===== src/rtl/cfa_pkg.sv =====
// Shared constants, FSM state type and window slot indexing for the CFA 5x5 window generator.
package cfa_pkg;

  localparam int unsigned PixWDefault = 12;
  localparam int unsigned WinDim      = 5;
  localparam int unsigned WinSlots    = WinDim * WinDim;

  typedef enum logic [0:0] {
    StIdle,
    StRun
  } cfa_state_e;

  // Slot of neighbour (r, c), r/c in -2..2, inside the flattened 5x5 window.
  function automatic logic [4:0] idx(input int r, input int c);
    return 5'((r + 2) * int'(WinDim) + (c + 2));
  endfunction

endpackage


===== src/rtl/cfa_line_buf.sv =====
// Single-line pixel delay: the output is the pixel written DEPTH enabled writes earlier.
module cfa_line_buf #(
  parameter int unsigned PIX_W = 12,
  parameter int unsigned DEPTH = 64
) (
  input  logic             clk_i,
  input  logic             rst_ni,
  input  logic             we_i,
  input  logic [PIX_W-1:0] din_i,
  output logic [PIX_W-1:0] dout_o
);

  localparam int unsigned AddrW = (DEPTH > 1) ? $clog2(DEPTH) : 1;

  logic [PIX_W-1:0] mem_q [DEPTH];
  logic [AddrW-1:0] ptr_q, ptr_d;

  always_comb begin
    ptr_d = ptr_q;
    if (we_i) begin
      ptr_d = (ptr_q == AddrW'(DEPTH - 1)) ? '0 : ptr_q + 1'b1;
    end
  end

  always_ff @(posedge clk_i or negedge rst_ni) begin
    if (!rst_ni) begin
      ptr_q <= '0;
    end else begin
      ptr_q <= ptr_d;
    end
  end

  // Storage is deliberately not reset; stale contents are masked by window-valid logic.
  always_ff @(posedge clk_i) begin
    if (we_i) begin
      mem_q[ptr_q] <= din_i;
    end
  end

  assign dout_o = mem_q[ptr_q];

endmodule


===== src/rtl/cfa_window_5x5.sv =====
// Streaming 5x5 Bayer window generator: four line buffers plus a shifting 5x5 register array.
// Optional macro CFA_BAYER_PHASE_EN adds the bayer_phase output.
module cfa_window_5x5
  import cfa_pkg::*;
#(
  parameter int unsigned PIX_W = PixWDefault,
  parameter int unsigned IMG_W = 64,
  parameter int unsigned IMG_H = 64
) (
  input  logic                      clk,
  input  logic                      rst,
  input  logic                      pix_valid,
  input  logic                      sof,
  input  logic [PIX_W-1:0]          pix_in,
  output logic [WinSlots*PIX_W-1:0] win_out,
  output logic                      start,
  output logic [15:0]               ctr_row,
  output logic [15:0]               ctr_col,
  output logic                      frame_done
`ifdef CFA_BAYER_PHASE_EN
  ,
  output logic [1:0]                bayer_phase
`endif
);

  cfa_state_e state_q, state_d;
  logic       accept;

  logic [15:0] row_q, row_d, col_q, col_d;
  logic [15:0] pos_row, pos_col;
  logic        last_row, last_col;
  logic        win_valid, frame_done_d;

  logic [PIX_W-1:0] line_in  [4];
  logic [PIX_W-1:0] line_out [4];
  logic [PIX_W-1:0] col_new  [WinDim];

  logic [PIX_W-1:0] win_q     [WinSlots];
  logic [PIX_W-1:0] win_d     [WinSlots];
  logic [PIX_W-1:0] win_out_q [WinSlots];

  logic        start_q, frame_done_q;
  logic [15:0] ctr_row_q, ctr_col_q;

  // ---------------------------------------------------------------- FSM
  always_ff @(posedge clk or negedge rst) begin
    if (!rst) begin
      state_q <= StIdle;
    end else begin
      state_q <= state_d;
    end
  end

  always_comb begin
    state_d = state_q;
    unique case (state_q)
      StIdle: if (pix_valid && sof) state_d = StRun;
      StRun:  if (accept && last_row && last_col) state_d = StIdle;
      default: state_d = StIdle;
    endcase
  end

  // In IDLE only a sof pixel is taken; anything else is dropped.
  always_comb begin
    accept = pix_valid && (sof || (state_q == StRun));
  end

  // ---------------------------------------------------------------- counters
  always_comb begin
    pos_row  = sof ? 16'd0 : row_q;
    pos_col  = sof ? 16'd0 : col_q;
    last_col = (pos_col == 16'(IMG_W - 1));
    last_row = (pos_row == 16'(IMG_H - 1));
    row_d    = row_q;
    col_d    = col_q;
    if (accept) begin
      if (last_col) begin
        col_d = 16'd0;
        row_d = last_row ? 16'd0 : pos_row + 16'd1;
      end else begin
        col_d = pos_col + 16'd1;
        row_d = pos_row;
      end
    end
    win_valid    = accept && (pos_row >= 16'd4) && (pos_col >= 16'd4);
    frame_done_d = accept && last_row && last_col;
  end

  always_ff @(posedge clk or negedge rst) begin
    if (!rst) begin
      row_q <= '0;
      col_q <= '0;
    end else begin
      row_q <= row_d;
      col_q <= col_d;
    end
  end

  // ---------------------------------------------------------------- line buffers
  always_comb begin
    line_in[0] = pix_in;
    for (int j = 1; j < 4; j++) begin
      line_in[j] = line_out[j-1];
    end
  end

  for (genvar j = 0; j < 4; j++) begin : g_line
    cfa_line_buf #(
      .PIX_W (PIX_W),
      .DEPTH (IMG_W)
    ) u_line_buf (
      .clk_i  (clk),
      .rst_ni (rst),
      .we_i   (accept),
      .din_i  (line_in[j]),
      .dout_o (line_out[j])
    );
  end

  // ---------------------------------------------------------------- window array
  always_comb begin
    col_new[0] = line_out[3];
    col_new[1] = line_out[2];
    col_new[2] = line_out[1];
    col_new[3] = line_out[0];
    col_new[4] = pix_in;
    win_d = win_q;
    if (accept) begin
      for (int r = -2; r <= 2; r++) begin
        for (int c = -2; c < 2; c++) begin
          win_d[idx(r, c)] = win_q[idx(r, c + 1)];
        end
        win_d[idx(r, 2)] = col_new[r+2];
      end
    end
  end

  always_ff @(posedge clk or negedge rst) begin
    if (!rst) begin
      for (int k = 0; k < int'(WinSlots); k++) begin
        win_q[k]     <= '0;
        win_out_q[k] <= '0;
      end
    end else begin
      win_q <= win_d;
      // Presented window only changes on a valid interior centre.
      if (win_valid) begin
        win_out_q <= win_d;
      end
    end
  end

  // ---------------------------------------------------------------- outputs
  always_ff @(posedge clk or negedge rst) begin
    if (!rst) begin
      start_q      <= 1'b0;
      frame_done_q <= 1'b0;
      ctr_row_q    <= '0;
      ctr_col_q    <= '0;
    end else begin
      start_q      <= win_valid;
      frame_done_q <= frame_done_d;
      if (win_valid) begin
        ctr_row_q <= pos_row - 16'd2;
        ctr_col_q <= pos_col - 16'd2;
      end
    end
  end

`ifdef CFA_BAYER_PHASE_EN
  logic [1:0] bayer_phase_q;

  always_ff @(posedge clk or negedge rst) begin
    if (!rst) begin
      bayer_phase_q <= '0;
    end else if (win_valid) begin
      bayer_phase_q <= {pos_row[0], pos_col[0]};
    end
  end

  assign bayer_phase = bayer_phase_q;
`endif

  always_comb begin
    for (int k = 0; k < int'(WinSlots); k++) begin
      win_out[k*PIX_W +: PIX_W] = win_out_q[k];
    end
  end

  assign start      = start_q;
  assign frame_done = frame_done_q;
  assign ctr_row    = ctr_row_q;
  assign ctr_col    = ctr_col_q;

endmodule

===== config.mk =====
export PLATFORM = sky130hd
export DESIGN_NAME = cfa_window_5x5
export DESIGN_NICKNAME = d
export VERILOG_FILES = /design/src/rtl/cfa_pkg.sv /design/src/rtl/cfa_line_buf.sv /design/src/rtl/cfa_window_5x5.sv
export SDC_FILE = /design/constraint.sdc
export NUM_CORES = 2
export LEC_CHECK = 0
export BUFFER_PORTS_ARGS = -buffer_cell sky130_fd_sc_hd__buf_2
export CAP_MARGIN = 10
export CELL_PAD_IN_SITES_DETAIL_PLACEMENT = 0
export CELL_PAD_IN_SITES_GLOBAL_PLACEMENT = 1
export CORE_MARGIN = 1.5
export CORE_UTILIZATION = 30
export CTS_CLUSTER_DIAMETER = 120
export DETAILED_ROUTE_END_ITERATION = 8
export GPL_TIMING_DRIVEN = 0
export PLACE_DENSITY = 0.58
export SYNTH_ARGS = -nofsm -noshare
export SYNTH_HDL_FRONTEND = slang
export SYNTH_SLANG_ARGS = --single-unit

===== constraint.sdc =====
create_clock -name clk -period 3.53 [get_ports clk]
set_input_delay 0.5295 -clock clk [delete_from_list [all_inputs] [get_ports clk]]
set_output_delay 0.5295 -clock clk [all_outputs]
set_load 0.01 [all_outputs]

Yosys cells after proc, flatten, opt, wreduce, memory -nomap -nowiden
Memories as Yosys holds them, arrays and structs flattened.
Cells that the tools add are included.
{"block": "op_classes", "add_sub_neg": 8, "order_cmp": 2, "n_eq_ne": 6, "mux": 15, "n_bitwise": 1, "n_reduce_logical": 7}
{"operator": "two-way mux 300 bit", "count": 1}
{"operator": "two-way mux 16 bit", "count": 5}
{"operator": "adder 16 x 1 -> 16 bit, second input constant", "count": 2}
{"operator": "equality test 16 x 6 -> 1 bit, second input constant", "count": 2}
{"operator": "greater-or-equal comparator 16 x 3 -> 1 bit, second input constant", "count": 2}
{"operator": "subtractor 16 x 2 -> 16 bit, second input constant", "count": 2}
{"operator": "adder 6 x 1 -> 6 bit, second input constant", "count": 4}
{"operator": "equality test 6 bit, second input constant", "count": 4}
{"operator": "two-way mux 6 bit", "count": 4}
{"operator": "logical AND 1 bit", "count": 6}
{"operator": "two-way mux 1 bit", "count": 4}
{"operator": "case mux 1 bit (2 select lines)", "count": 1}
{"operator": "logical OR 1 bit", "count": 1}
{"operator": "inverter 1 bit", "count": 1}
{"block": "word_totals", "ff_bits": 691, "ramBits": 3072, "input_bits": 16, "out_inout_bits": 334, "elab_cells": 104, "memories": 4}
{"name": "g_line[0].u_line_buf.mem_q", "depth": 64, "word_bits": 12, "read_ports": 1, "rd_ports_with_merged_regs": 0, "wr": 1, "line": "cfa_line_buf.sv:15", "text": "logic [PIX_W-1:0] mem_q [DEPTH];"}
{"name": "g_line[1].u_line_buf.mem_q", "depth": 64, "word_bits": 12, "read_ports": 1, "rd_ports_with_merged_regs": 0, "wr": 1, "line": "cfa_line_buf.sv:15"}
{"name": "g_line[2].u_line_buf.mem_q", "depth": 64, "word_bits": 12, "read_ports": 1, "rd_ports_with_merged_regs": 0, "wr": 1, "line": "cfa_line_buf.sv:15"}
{"name": "g_line[3].u_line_buf.mem_q", "depth": 64, "word_bits": 12, "read_ports": 1, "rd_ports_with_merged_regs": 0, "wr": 1, "line": "cfa_line_buf.sv:15"}

Longest topological paths before layout
{"block": "depth", "word_depth": 6, "mapped_depth": 12, "mapped_depth_nobuf": 10}

Modules after synthesis
A second synthesis with hierarchy kept.
{"block": "unflattened", "cells_unflattened": 9321, "area_unflattened_um2": 147057.3}
{"mod": "cfa_line_buf", "n_inst": 4, "cells_each": 1735, "area_per_inst_um2": 29980.0, "seq_area_each_um2": 23212.3}
{"mod": "cfa_window_5x5", "n_inst": 1, "cells_each": 2381, "area_per_inst_um2": 27137.3, "seq_area_each_um2": 16691.0}

Worst setup path before layout
No wires, ideal clock.
{"block": "synth_timing", "path_type": "register to register", "startpoint": "register g_line[0].u_line_buf.ptr_q[1]", "endpoint": "memory g_line[1].u_line_buf.mem_q[0][8] (data pin)", "setup_time_ns": 0.599, "t_arrival_ns": 3.218, "required_time_ns": 2.931, "setup_slack_ns": -0.286, "stages_incl_launch_ff": 9, "cell_sequence": "dfrtp_1 -> buf_2 -> buf_1 -> buf_2 -> mux4_2 -> a32oi_1 -> o211ai_1 -> a221oi_1 -> nand3b_1"}
{"item": "start, declared", "line": "cfa_line_buf.sv:16", "text": "logic [AddrW-1:0] ptr_q, ptr_d;"}
{"item": "start signal, assigned", "line": "cfa_line_buf.sv:29", "text": "ptr_q <= ptr_d;"}
{"item": "end, declared", "line": "cfa_line_buf.sv:15"}

==> results.toml <==
[outcome]
status = "finished with violations"
violations = "negative setup slack"

[global_routing]
grt_first_pass_wirelength_um = 841000
grt_usage_pct = 25.1
antenna_found_initial = 56
grt_overflow = 0
grt_pass1_vias = 92500
grt_max_degree = 120

[place]
place_congestion = 0.974
dp.cells = 16100
port_buffers = 349
hpwl_um = 438000

[route]
drc = 0
viasPerCell = 5.61
antenna_left = 0
drt-wirelength-per-cell_um = 37.2
vias = 96300
drt-initial-drc-count = 13800
wl_um = 639000
dr.pass1.iters = 9

[cells_and_area]
multiInputGateArea_um2 = 37600
num-fill-cells = 45500
seq_area_um2 = 110000
num-nets-final = 10400
utilization_pct = 37.5
final_cells = 17200
drive_above_1_share_pct = 29.9
area_growth_pct = 24.3

[worst_hold_path]
hold_path_class = "in2reg"
hold_start = "pix_in[3]"
hold_depth = 2

[job]
max-cap-violations = 0

[floorplanning]
core_um2 = 487000
dieHeight_um = 703
start_util_pct = 30.2
pin_count = 350
die_area_um2 = 494000
fp.dieW_um = 703
rows = 256

[synth]
yosys.area.top_type = "edfxtp_1"
synth_nets = 9054
synth_area_um2 = 147000
synth_edf_count = 3072
ys.flop_type = "edfxtp_1"
synthMuxAreaShare_pct = 10.7
yosys_warnings = 0
synth-seq-area-share_pct = 74.6
synthAdderAreaFrac_pct = 0.102
syn_inst = 9026
synthDistinctLibCells = 82
synthXorXnorAreaFrac_pct = 0.125
ys_top_cells_by_area = "edfxtp_1, dfrtp_1, mux4_2"
synth_seq_cells = 3763
synth-compound-area-share_pct = 6.86
synth_top_family_by_area = "multiplexers"
avgSynthCellArea_um2 = 16.3
synthArstFlopShare_pct = 18.4
synth-simple-area-share_pct = 5.74
synth.top_cell.area_share_pct = 62.8

[timing]
drv_slew = 0
fmax_mhz = 266
finalClockSkew_ns = 0.0464
min_period_ns = 3.76
final_hold_viol_count = 0
finalWorstSetupSlack_ns = -0.235
post-route-period-util_pct = 107
rsz0062_at_grt = "true"
slew_headroom_pct = 13.5
tightest_slew_ns = 1.29
setup_viol = 1085

[clocking]
cts_max_level = 5
cts_made_buffers = 408
cts_num_sinks = 3763
root_buffer = "clkbuf_16"
clk_pin_slew_worst_paths_ns = 0.06
cts_tree = "done"
cts.path.max_buffers = 4
clk_latency_ns = 1.03

[critical_path]
r2r_start = "g_line[2].u_line_buf.ptr_q[1]$_DFFE_PN0P_"
crit_type = "reg2reg"
cp-startpoint = "g_line[2].u_line_buf.ptr_q[1]$_DFFE_PN0P_"
cp-start-kind = "flop"
worstSetupEndpointType = "flop"
crit_fanout = 10
cp.arrival_ns = 4.53
r2r_slack_ns = -0.23
crit_required_ns = 4.30
reg2reg_depth = 11

[pwr]
leakage_nw = 65.3
ir_drop_mv = 0.833
p_per_area_nw_per_um2 = 985
power_mw = 180
per-layer routing:
layer | global-route usage [%] | up-vias | wire length [um]
met5 | 0.206 | - | 210
met4 | 13.5 | 14 | 40500
met3 | 6.35 | 1362 | 71100
met2 | 37.7 | 6362 | 280000
met1 | 33.3 | 50700 | 248000
li1 | - | 37900 | -
report_power, final:
group	internal, mW	switching (mW)
combinational	22.1	49.8
clock	24.3	18.6
sequential	62.2	2.99
cell usage in the layout (no fill, tap or decap), drive strengths merged, types with 43 or more instances in the layout:
cell    instances
a21oi         189
a221o          65
a221oi        138
a22o           84
a22oi         148
a31oi          66
buf          1205
clkbuf        814
clkinv        163
dfrtp         691
edfxtp       3072
inv           105
mux2          413
mux2i         507
mux4          267
nand2        1062
nand2b         44
nand3          62
nor2          494
nor2b          43
o21ai         186
o22ai         203
timing repair:
item                                    4_1_cts  5_1_grt
hold endpoints to repair                    104        0
gates resized for setup                    1292      440
setup buffers                               124      115
endpoints found under the setup margin     5718     3179
pin swaps                                    65       63
gates cloned                                 14       10
hold buffers                                  3        0
final cells by class:
cell class	instances	area share (%)
Inverter	88	0.271
Clock inverter	223	1.11
Timing Repair inverter	2	0.0110
Antenna cell	19	0.0260
Tap cell	6450	4.42
Sequential cell	3763	60.0
Timing Repair Buffer	921	4.56
Multi-Input combinational cell	4593	20.6
Clock buffer	540	6.10
Buffer	565	2.95
worst max-delay path: stages (launching register included):
cell and delay (ns):
dfrtp_2 0.43, buf_6 0.18, buf_6 0.22, buf_12 0.18
mux4_2 0.33, a22o_1 0.20, a222oi_1 1.01, nand3_2 0.33
clkinv_4 0.16, nand2_8 0.09, buf_12 0.18, clkbuf_16 0.17
synthesized netlist by cell type, types with 42 or more instances:
library cell,count
buf_2,193
o21ai_0,184
nand2b_1,42
mux4_2,267
mux2_2,413
dfrtp_1,691
clkbuf_1,317
a22oi_1,147
mux2i_1,507
nand2_1,1060
a22o_1,84
a21oi_1,189
a221o_1,65
buf_1,74
a221oi_1,138
o22ai_1,203
inv_1,84
nand3_1,59
nor2_1,494
a31oi_1,66
edfxtp_1,3072
nor2b_1,43
stage by stage:
step / worst slack [ns] / hold slack (ns) / TNS [ns] / cell area [um2]
after floorplan: 0.000160 / 0.234 / 0 / 147000
after global placement: -13.94 / 0.457 / - / 157000
after detailed placement: -2.60 / 0.458 / -9623.52 / 161000
after CTS: -0.301 / 0.0412 / -173.86 / 180000
after global routing: -0.228 / 0.0708 / -34.36 / 183000
final: -0.235 / 0.0848 / -67.79 / 183000
worst paths after layout:
kind                                                          endpoint
setup / recovery            g_line[3].u_line_buf.mem_q[9][8]$_DFFE_PP_
hold / removal             g_line[0].u_line_buf.mem_q[28][3]$_DFFE_PP_
setup reg to reg            g_line[3].u_line_buf.mem_q[9][8]$_DFFE_PP_
hold reg to reg                                    win_q[56]$_DFF_PN0_
max in group asynchronous                     win_out[172]$_DFFE_PN0P_
min in group asynchronous                     win_out[125]$_DFFE_PN0P_
sequential cells by signal, summed over array words and instances (netlist names):
name / flops
state_q: 1
frame_done: 1
g_line.u_line_buf.mem_q: 3072
g_line.u_line_buf.ptr_q: 24
row_q: 16
ctr_col: 16
col_q: 16
ctr_row: 16
start: 1
win_out: 300
win_q: 300
cells by family after synthesis:
| kind of cell | after synthesis |
|---|---|
| buffers and inverters | 677 |
| AND/OR/NAND/NOR | 1956 |
| adder cells (fa/ha/maj) | 12 |
| XOR/XNOR | 21 |
| AO/OA/AOI/OAI | 1410 |
| multiplexers | 1187 |
| flip-flops | 3763 |
(Power assumes the default switching activity.)
